File: config.mk
export PLATFORM = sky130hd
export DESIGN_NAME = load_aligner
export DESIGN_NICKNAME = d
export VERILOG_FILES = /design/src/rtl/load_aligner.sv
export SDC_FILE = /design/constraint.sdc
export NUM_CORES = 1
export LEC_CHECK = 0
export CAP_MARGIN = 10
export CORE_AREA = 2 2 95 97
export DETAILED_ROUTE_END_ITERATION = 7
export DIE_AREA = 0 0 97 99
export PLACE_DENSITY = 0.76
export SETUP_SLACK_MARGIN = 0.4
export SYNTH_ARGS = -nofsm -noshare
export SYNTH_HDL_FRONTEND = slang
export SYNTH_SLANG_ARGS = --single-unit
File: constraint.sdc
create_clock -name clk -period 1.67 [get_ports clk]
set_clock_uncertainty 0.1 [all_clocks]
set_input_delay 0.334 -clock clk [delete_from_list [all_inputs] [get_ports clk]]
set_output_delay 0.334 -clock clk [all_outputs]
set_load 0.03 [all_outputs]
File: src/rtl/load_aligner.sv
// RV32I load alignment: issues a word-aligned read, extracts and extends the addressed
// byte/halfword/word, and flags misaligned or unsupported loads without touching memory.
module load_aligner #(
    parameter int WIDTH = 32
) (
    input  logic             clk,
    input  logic             rst_n,
    input  logic             i_load_req,
    input  logic [2:0]       i_funct3,
    input  logic [WIDTH-1:0] i_address,
    output logic             o_busy,
    output logic             o_mem_read,
    output logic [WIDTH-1:0] o_mem_address,
    input  logic [31:0]      i_mem_rdata,
    input  logic             i_mem_resp,
    output logic [31:0]      o_rd_data,
    output logic             o_load_done,
    output logic             o_load_err
);

    // state  | meaning
    // S_IDLE | waiting for i_load_req
    // S_WAIT | read strobe high, waiting for i_mem_resp
    // S_DONE | one-cycle completion pulse, error flag valid
    typedef enum logic [1:0] {
        S_IDLE = 2'd0,
        S_WAIT = 2'd1,
        S_DONE = 2'd2
    } state_t;

    localparam logic [2:0] F3_LB  = 3'b000;
    localparam logic [2:0] F3_LH  = 3'b001;
    localparam logic [2:0] F3_LW  = 3'b010;
    localparam logic [2:0] F3_LBU = 3'b100;
    localparam logic [2:0] F3_LHU = 3'b101;

    state_t           r_state;
    logic [2:0]       r_funct3;
    logic [1:0]       r_offset;
    logic [WIDTH-1:0] r_mem_address;
    logic [31:0]      r_rd_data;
    logic             r_err;

    logic             w_req_err;
    logic [7:0]       w_byte;
    logic [15:0]      w_half;
    logic [31:0]      w_load_data;

    always_comb begin
        w_req_err = 1'b0;
        case (i_funct3)
            F3_LB, F3_LBU: w_req_err = 1'b0;
            F3_LH, F3_LHU: w_req_err = i_address[0];
            F3_LW:         w_req_err = (i_address[1:0] != 2'b00);
            default:       w_req_err = 1'b1;
        endcase
    end

    // Lane select uses the offset latched at request, not the live address input.
    always_comb begin
        w_byte      = i_mem_rdata[8*r_offset +: 8];
        w_half      = r_offset[1] ? i_mem_rdata[31:16] : i_mem_rdata[15:0];
        w_load_data = i_mem_rdata;
        case (r_funct3)
            F3_LB:   w_load_data = {{24{w_byte[7]}}, w_byte};
            F3_LBU:  w_load_data = {24'd0, w_byte};
            F3_LH:   w_load_data = {{16{w_half[15]}}, w_half};
            F3_LHU:  w_load_data = {16'd0, w_half};
            default: w_load_data = i_mem_rdata;
        endcase
    end

    always_ff @(posedge clk or negedge rst_n) begin
        if (!rst_n) begin
            r_state       <= S_IDLE;
            r_funct3      <= 3'd0;
            r_offset      <= 2'd0;
            r_mem_address <= '0;
            r_rd_data     <= 32'd0;
            r_err         <= 1'b0;
        end else begin
            case (r_state)
                S_IDLE: begin
                    if (i_load_req) begin
                        r_funct3      <= i_funct3;
                        r_offset      <= i_address[1:0];
                        r_mem_address <= {i_address[WIDTH-1:2], 2'b00};
                        r_err         <= w_req_err;
                        r_state       <= w_req_err ? S_DONE : S_WAIT;
                    end
                end
                S_WAIT: begin
                    if (i_mem_resp) begin
                        r_rd_data <= w_load_data;
                        r_state   <= S_DONE;
                    end
                end
                S_DONE: r_state <= S_IDLE;
                default: r_state <= S_IDLE;
            endcase
        end
    end

    assign o_busy        = (r_state != S_IDLE);
    assign o_mem_read    = (r_state == S_WAIT);
    assign o_load_done   = (r_state == S_DONE);
    assign o_load_err    = (r_state == S_DONE) && r_err;
    assign o_mem_address = r_mem_address;
    assign o_rd_data     = r_rd_data;

endmodule
==> out/qor.yml, run 1 <==
grt:
  grt_pass1_vias: 3389
  antenna_found_initial: 0
  gr-total-overflow: 0
  gr-usage-all-layers: 0.227
  grt_max_degree: 34
  grt_pass1_wl_mm: 17.2
floorplanning:
  rows: 34
  fp.dieH_um: 99
  initial_core_util: 0.370
  ioPinCount: 139
  core_um2: 8550
  die_w_um: 97
  fp.dieArea_um2: 9600
synthesis:
  synth.largest_area_cell: "dfrtp_1"
  synth_top_family_by_area: "multiplexers"
  synth_edf_count: 0
  synth_simple_gate_area_share: 0.118
  synth-compound-area-share: 0.129
  ys_seq_area_frac: 0.553
  synth-adder-area-share: 0
  synthTopCellsByArea: "dfrtp_1 55%, mux2_2 12%, a21oi_1 4.1%, nor2_1 4.0%, o221a_2 2.8%"
  synth_ff_type: "dfrtp_1"
  syn_area_per_cell_um2: 11.3
  synth_cell_types: 34
  synth_seq_cells: 70
  synth-xor-area-share: 0
  synthArstFlopShare: 1.00
  synthMuxAreaShare: 0.157
  syn_inst: 279
  synth-warning-count: 0
  syn_area_um2: 3170
  synth_top_area_frac: 0.553
detailed_routing:
  drt_iter0_markers: 191
  via_count: 3260
  via_per_inst: 5.10
  ant_nets: 0
  remaining_drc_errors: 0
  wl_mm: 11.5
  wl_per_cell_um: 18.0
  dr.pass1.iters: 4
final_layout:
  final_area_um2: 6460
  drive_above_1_share: 0.539
  final_cell_mix: "87 x buf_6, 82 x buf_4, 69 x dfrtp_1, 64 x clkdlybuf4s50_1, 34 x mux2_4"
  layout.nets: 598
  multi_input_area_um2: 1710
  area_growth_syn_to_layout_pct: 104
  mostFrequentLayoutCell: "buf_6"
  fillers: 527
  antennaDiodeCount: 0
  utilization: 0.756
  seq_area_um2: 1750
sta:
  hold_viol: 0
  holdWs_ns: 0.293
  max_clock_freq_mhz: 547
  max_slew_margin: 0.656
  finalSetupTns_ns: -3.15
  setup_ws_ns: -0.159
  min_period_ns: 1.83
  grt_setup_unrepaired: "yes"
  tightest_slew_ns: 0.516
  setup_violations: 31
  fin_crit_sh: 1.10
  maxSlewViolCount: 0
worst_setup_path:
  critPathLaunch: "i_mem_rdata[7]"
  worstPathArrival_ns: 1.95
  ff2ff_path_depth: 5
  worstPathCellList: "clkdlybuf4s50_1, mux4_2, nor3b_4, o31ai_4, buf_12, a21oi_1"
  slowest_delay_ns: 0.51
  crit_type: "input pin to flop"
  startpoint_type: "input pin"
  worstPathMaxFanout: 16
  cp_slowest_cell: "mux4_2"
  crit_required_ns: 1.79
  r2r_start: "r_offset[0]"
  endpoint_kind: "flop"
power:
  p_leak_nw: 2.98
  total_power_mw: 11.1
  power.density_nw_per_um2: 1720
  ir_drop_mv: 0.873
clock_tree:
  cts_num_sinks: 70
  cts_tree: "yes"
  cts_made_buffers: 9
  root_buffer: "clkbuf_8"
  insertion_delay_ns: 0.33
  htreeDepth: 3
  clkTransAtPathRegs_ns: 0.07
  cts_buffer_depth: 2
job:
  cap_violations: 0
placed_design:
  place_congestion: 0.831
  numPortBuffers: 136
  dpl_cell_area_um2: 5050
  dp_hpwl_mm: 7.10
min_path:
  worstHoldStart: "i_address[1]"
  hold_path.class: "input pin to flop"
  holdPathStages: 3
status:
  violations: "setup timing"
  status: "finished with violations"
==> critical path, delay by kind of cell <==
kind | cells | cell delay [ns]
AO/OA/AOI/OAI | 2 | 0.30
buffers and inverters | 2 | 0.63
multiplexers | 1 | 0.51
AND/OR/NAND/NOR | 1 | 0.18
==> Yosys cell counts (all sizes together), types with 2 or more instances <==
cell,instances
dfrtp,70
buf,9
and2,2
nor2,34
nor4,2
mux2i,8
nand2b,2
o22ai,6
a21oi,26
nor2b,2
o21ai,3
inv,10
o221a,8
mux2,35
nand3b,9
clkbuf,10
a311oi,6
nor3,3
o221ai,2
nand2,21
==> stage by stage <==
step                setup slack [ns]  instances
finish                        -0.159        639
global route                  -0.191        639
CTS                           -0.109        605
detailed placement            -0.464        544
global placement              -0.432        544
floorplan                     -0.135        280
==> layout make-up <==
type                    count  area share
repair buffers            255       0.400
clock buffers              10      0.0213
inverters                  10     0.00581
clock inverters             5      0.0165
well taps                 108      0.0209
flip-flops and latches     70       0.271
multi-input cells         181       0.264
==> power breakdown <==
| part | internal [mW] | switching (mW) |
|---|---|---|
| logic | 3.49 | 2.99 |
| clock network | 1.03 | 0.662 |
| registers | 2.38 | 0.553 |
==> metal layers <==
layer / up-vias / routed length (µm) / track usage
met5: - / 0 / 0
met4: 0 / 342 / 0.0899
met3: 24 / 650 / 0.0397
met2: 141 / 5970 / 0.410
met1: 1610 / 4530 / 0.268
li1: 1485 / - / -
==> cell families after synthesis <==
| kind of cell | Yosys count |
|---|---|
| flip-flops | 70 |
| multiplexers | 44 |
| AO/OA/AOI/OAI | 57 |
| other | 1 |
| buffers and inverters | 29 |
| AND/OR/NAND/NOR | 78 |
==> timing repair <==
item	4_1_cts	5_1_grt
setup endpoints to repair	136	135
pin swaps	12	12
cloned	4	0
gates resized for setup	509	30
endpoints found under the hold margin	16	0
hold buffers	1	0
setup buffers	41	34
==> path summary, 6_finish.rpt <==
path                               endpoint  slack [ns]
max                           o_rd_data[18]       -0.16
min reg2reg                o_mem_address[7]        0.44
max reg2reg                   o_rd_data[18]       -0.13
max in group asynchronous     o_rd_data[27]        0.52
min                             r_offset[1]        0.29
min in group asynchronous      o_rd_data[6]        0.39
==> state kept, by name, indices dropped and copies added, names as in the netlist <==
name and cells:
r_state 2, r_offset 2, o_mem_address 30, r_err 1, o_rd_data 32, r_funct3 3
(Power assumes the default switching activity.)
==> run 2: changes to the inputs <==
--- a/config.mk
+++ b/config.mk
@@ -6,10 +6,12 @@
 export NUM_CORES = 1
 export LEC_CHECK = 0
 export CAP_MARGIN = 10
-export CORE_AREA = 2 2 95 97
+export CELL_PAD_IN_SITES_DETAIL_PLACEMENT = 1
+export CELL_PAD_IN_SITES_GLOBAL_PLACEMENT = 1
+export CORE_AREA = 3 3 111 113
 export DETAILED_ROUTE_END_ITERATION = 7
-export DIE_AREA = 0 0 97 99
-export PLACE_DENSITY = 0.76
+export DIE_AREA = 0 0 114 116
+export PLACE_DENSITY = 0.75
 export SETUP_SLACK_MARGIN = 0.4
 export SYNTH_ARGS = -nofsm -noshare
 export SYNTH_HDL_FRONTEND = slang
==> run 2 against run 1 <==
  * The flow still finishes with violations (setup timing)
  * Maximum frequency fell by 2.8%
  * Die area rose by 38%
  * Design area rose by 3.1%
  * Largest cell class unchanged
==> out/qor.yml, run 2 (synthesis gave the netlist of run 1 again) <==
worst_setup_path:
  critPathLaunch: "r_state[1]"
  reg2reg_slack_ns: -0.21
  worstPathMaxFanout: 5
  crit_required_ns: 1.78
  cp_slowest_cell: "dfrtp_2"
  worstPathCellList: "or2_4, nor2_4, buf_12, buf_12, buf_12, mux2_4"
  ff2ff_path_depth: 6
  startpoint_type: "flop"
  cpMostUsedCell: "buf_12"
  worstPathArrival_ns: 1.99
  endpoint_kind: "flop"
  slowest_delay_ns: 0.44
  reg2reg_to: "o_mem_address[17]"
  r2r_start: "r_state[1]"
  crit_type: "flop to flop"
clock_tree:
  insertion_delay_ns: 0.33
  cts_tree: "yes"
  clkTransAtPathRegs_ns: 0.07
  cts_num_sinks: 70
  htreeDepth: 3
  cts_buffer_depth: 2
  cts_made_buffers: 9
  root_buffer: "clkbuf_16"
detailed_routing:
  dr.pass1.iters: 4
  drt_iter0_markers: 104
  remaining_drc_errors: 0
  via_count: 3301
  wl_per_cell_um: 22.5
  ant_nets: 0
  via_per_inst: 4.94
  wl_mm: 15.0
final_layout:
  final_cell_mix: "81 x buf_6, 79 x buf_4, 67 x dfrtp_1, 65 x clkdlybuf4s50_1, 35 x mux2_4"
  layout.nets: 592
  final_area_um2: 6670
  antennaDiodeCount: 0
  utilization: 0.584
  area_growth_syn_to_layout_pct: 111
  drive_above_1_share: 0.550
  final_cells: 668
  mostFrequentLayoutCell: "buf_6"
  largest_reg_flops: 32
floorplanning:
  core_um2: 11400
  ioPinCount: 139
  rows: 39
  fp.dieH_um: 116
  fp.dieArea_um2: 13200
  initial_core_util: 0.277
  die_w_um: 114
power:
  p_sw_frac: 0.387
  power.density_nw_per_um2: 1770
  seqPwrFrac: 0.255
  total_power_mw: 11.8
  p_switching_mw: 4.57
  p_clk_frac: 0.176
  p_int_mw: 7.22
  p_leak_nw: 3.01
  pwr-share-comb: 0.569
  ir_drop_mv: 0.888
sta:
  hold_viol: 0
  grt_setup_unrepaired: "yes"
  setup_violations: 67
  min_period_ns: 1.88
  holdWs_ns: 0.335
  fin_crit_sh: 1.13
  setup_ws_ns: -0.211
  maxSlewViolCount: 0
  finalSetupTns_ns: -7.89
  max_clock_freq_mhz: 532
grt:
  antenna_found_initial: 0
  gr-usage-all-layers: 0.198
  grt_max_degree: 50
  grt_pass1_wl_mm: 19.9
  grt_pass1_vias: 3525
  gr-total-overflow: 0
placed_design:
  numPortBuffers: 136
  place_congestion: 0.828
  dp_hpwl_mm: 8.17
  dpl_cell_area_um2: 5140
  numPlacedInstances: 581
  dp_slack_ns: -0.535
min_path:
  hold_path.class: "input pin to asynchronous set/reset pin"
status:
  status: "finished with violations"
  violations: "setup timing"
job:
  cap_violations: 0
==> run 2: changes by cell type in the layout (fill, tap and decap cells not counted), moves of 4 or more <==
cell | before | now
a21oi_1 | 19 | 12
clkbuf_16 | 0 | 11
buf_6 | 87 | 81
a21oi_4 | 0 | 4
clkbuf_8 | 10 | 0
==> run 2: power by group through the flow <==
stage               Combinational, mW  Sequential, mW  Clock [mW]
floorplan                        1.49            4.02           0
global placement                 4.70            2.83           0
detailed placement               4.78            2.86           0
CTS                              5.99            2.95        2.07
global route                     7.01            3.09        2.20
finish                           6.71            3.01        2.07
==> run 2: area by class of cell <==
type,count,area [µm²]
Tap cell,143,179
Sequential cell,70,1760
Clock buffer,10,229
Clock inverter,5,85.1
Multi-Input combinational cell,181,1800
Fill cell,1151,4750
Timing Repair Buffer,249,2580
Inverter,10,42.5
==> run 2: what timing repair did <==
action / in CTS / in global routing
hold buffers: 1 / 0
buffers inserted: 40 / 24
pin swaps: 13 / 11
gates resized for setup: 512 / 30
gates cloned: 5 / 2
endpoints found under the hold margin: 21 / 0
setup endpoints to repair: 136 / 136
==> run 2: routing by layer <==
layer,track usage,vias up,part of all wire
met1,0.228,1670,0.37
li1,-,1467,-
met3,0.0486,34,0.058
met4,0.0594,0,0.033
met2,0.363,130,0.54
met5,0,-,0
==> run 2: how the worst max path moves through the flow <==
stage,endpoint,cells past startpoint,slack [ns]
3_3_place_gp,o_rd_data[31],6,-0.49
2_1_floorplan,o_rd_data[21],5,-0.14
3_5_place_dp,o_rd_data[18],6,-0.53
4_1_cts,o_rd_data[19],5,-0.10
6_report,o_mem_address[17],6,-0.21
5_1_grt,o_rd_data[21],5,-0.24
==> run 2: worst max-delay path: cells and delay by family, from the launching register on <==
kind          cells  cell delay, ns
simple gates      2            0.51
flops             1            0.44
buf+inv           3            0.40
mux               1            0.30
==> RTL change, RTL diff (settings of run 1) <==
Set the parameter `WIDTH` to 16 (it was 32).
--- a/src/rtl/load_aligner.sv
+++ b/src/rtl/load_aligner.sv
@@ -1,7 +1,7 @@
 // RV32I load alignment: issues a word-aligned read, extracts and extends the addressed
 // byte/halfword/word, and flags misaligned or unsupported loads without touching memory.
 module load_aligner #(
-    parameter int WIDTH = 32
+    parameter int WIDTH = 16
 ) (
     input  logic             clk,
     input  logic             rst_n,
Ports: changed (resized i_address and o_mem_address); port bits go from 139 to 107. The function was not compared with the original's and may differ.
==> RTL change against run 1 <==
- the run still ends with setup timing left
- design area decreased by 22%
- power down 24%
- worst setup slack worse by 0.015 ns
- synthesized area shrank 19%
- wire length is 19% lower
- critical path depth stayed put
- critical endpoint is now o_rd_data[29]
- register-to-register slack lost 0.03 ns
- sequential cell count shrank 16
==> RTL change: results (changes against run 1) <==
The run gives 2.31 nW (-22%) as the leakage dissipation. The pre-CTS setup slack came out at -0.515 ns (-0.0506 ns). The insertion delay of the later-clocked pin in the worst-skew pair was 0.31 ns (-0.02 ns). The checks that failed: setup timing. The footprint of the flip-flops and latches was 1350 sq um (-23%). For the maximum resistive drop on vdd, the log shows 0.000804 V (-7.8%). The commonest cells after synthesis are dfrtp_1 (54), nor2_1 (34), a21oi_1 (26), nand2_1 (21), mux2_2 (19). The number of endpoints failing setup at the final stage was 25 (-19%). The data arrival time of the worst path is 1.95 ns (about the same), and the estimated wirelength of the detail-placed design is 6.18 mm (-13%).

The total number of multi-input combinational cells was 165 (-8.8%); the iteration-0 DRC count of the detailed router was 113 (-41%). The logs give -0.16 ns (-0.03 ns) for the flop-to-flop setup slack and 4080 sq um (-19%) for the instance area at placement. The clock buffer count is 7 (-3), and the final critical-path setup slack is -0.174 ns (-0.0149 ns). For the total instance count after detailed placement, the log shows 482 (-11%). The total clock sinks was 54 (-23%). The total routing usage reported by global routing was 18.4% (-4.2 points); the non-clock inverter instance count of the final layout was 10 (unchanged). The logs give 2,808 (-17%) for the via count of the first global-routing pass and 52.5% (-2.9 points) for the share of the yosys chip area belonging to registers. The per-instance average area after synthesis came out at 10.5 sq um (-7.4%). The critical path starts at i_mem_rdata[15]. For the number of fill cells in the layout, the log shows 702 (+33%). The fraction of final layout cells with drive strength greater than 1 was 52.5% (-1.4 points); the total via count in the routed design was 2,706 (-17%). The fraction of standard cell area that is sequential was 26.7% (-0.42 points). The number of buffers created by CTS came out at 5 (-4).

The count of input and output buffers is 104 (-24%). The portion of the layout cell area used by non-clock buffers is 40.0% (-0.061 points), and the CTS clock-pin slew for the worst setup and hold paths is 0.10 ns (+0.03 ns). The worst hold slack came out at 0.243 ns (-0.0498 ns). The wire length on met2 was 4.82 mm (-19%); the final total negative setup slack was -3.81 ns (-0.668 ns). Final-layout clock-cell area share: 1.80% (-2.0 points). The routed length on met3 was 487 microns (-25%). The wire length of the first global-routing pass was 14.2 mm (-17%); the non-filler instance count after layout was 550 (-14%).

The run finished, with violations left. The top fanout value on the critical path works out to 10 (-6). The mean routed wirelength per cell was 17.0 microns (-5.8%); the fraction of standard cell area in multi-input logic was 28.1% (+1.7 points). The H-tree level count came out at 2 (-1).

The weighted congestion at the end of routability-driven global placement is 0.859 (+3.4%). The count of plain and timing-repair buffers came out at 205 (-20%).
==> RTL change: cell count changes after synthesis <==
cell            run 1  this run
dfrtp_1            70        54
buf_2               6         4
mux2_2             35        19
==> RTL change: logic make-up after synthesis <==
logic type,count (synthesis),share of synthesized area [%]
other cells,1,0.146
mux,28,12.3
flops,54,52.5
compound gates,57,15.8
simple gates,78,14.5
buf+inv,27,4.76
==> RTL change: metal layers <==
layer  vias to the layer above  track usage [%]
li1                       1261                -
met5                         -                0
met1                      1310             22.9
met3                        19             3.83
met2                       116             32.3
met4                         0             5.53
==> RTL change: repair_timing <==
action	4_1_cts	5_1_grt
buffers inserted	34	22
pin swaps	14	12
gates resized for setup	382	40
hold buffers	1	0
gates cloned	2	1
setup endpoints to repair	103	104
hold endpoints to repair	18	0
==> RTL change: where the power goes <==
group	internal, mW	total (mW)	switching [mW]
logic	2.85	5.33	2.48
registers	1.87	2.32	0.453
clock network	0.336	0.769	0.433
total	5.06	8.42	3.37
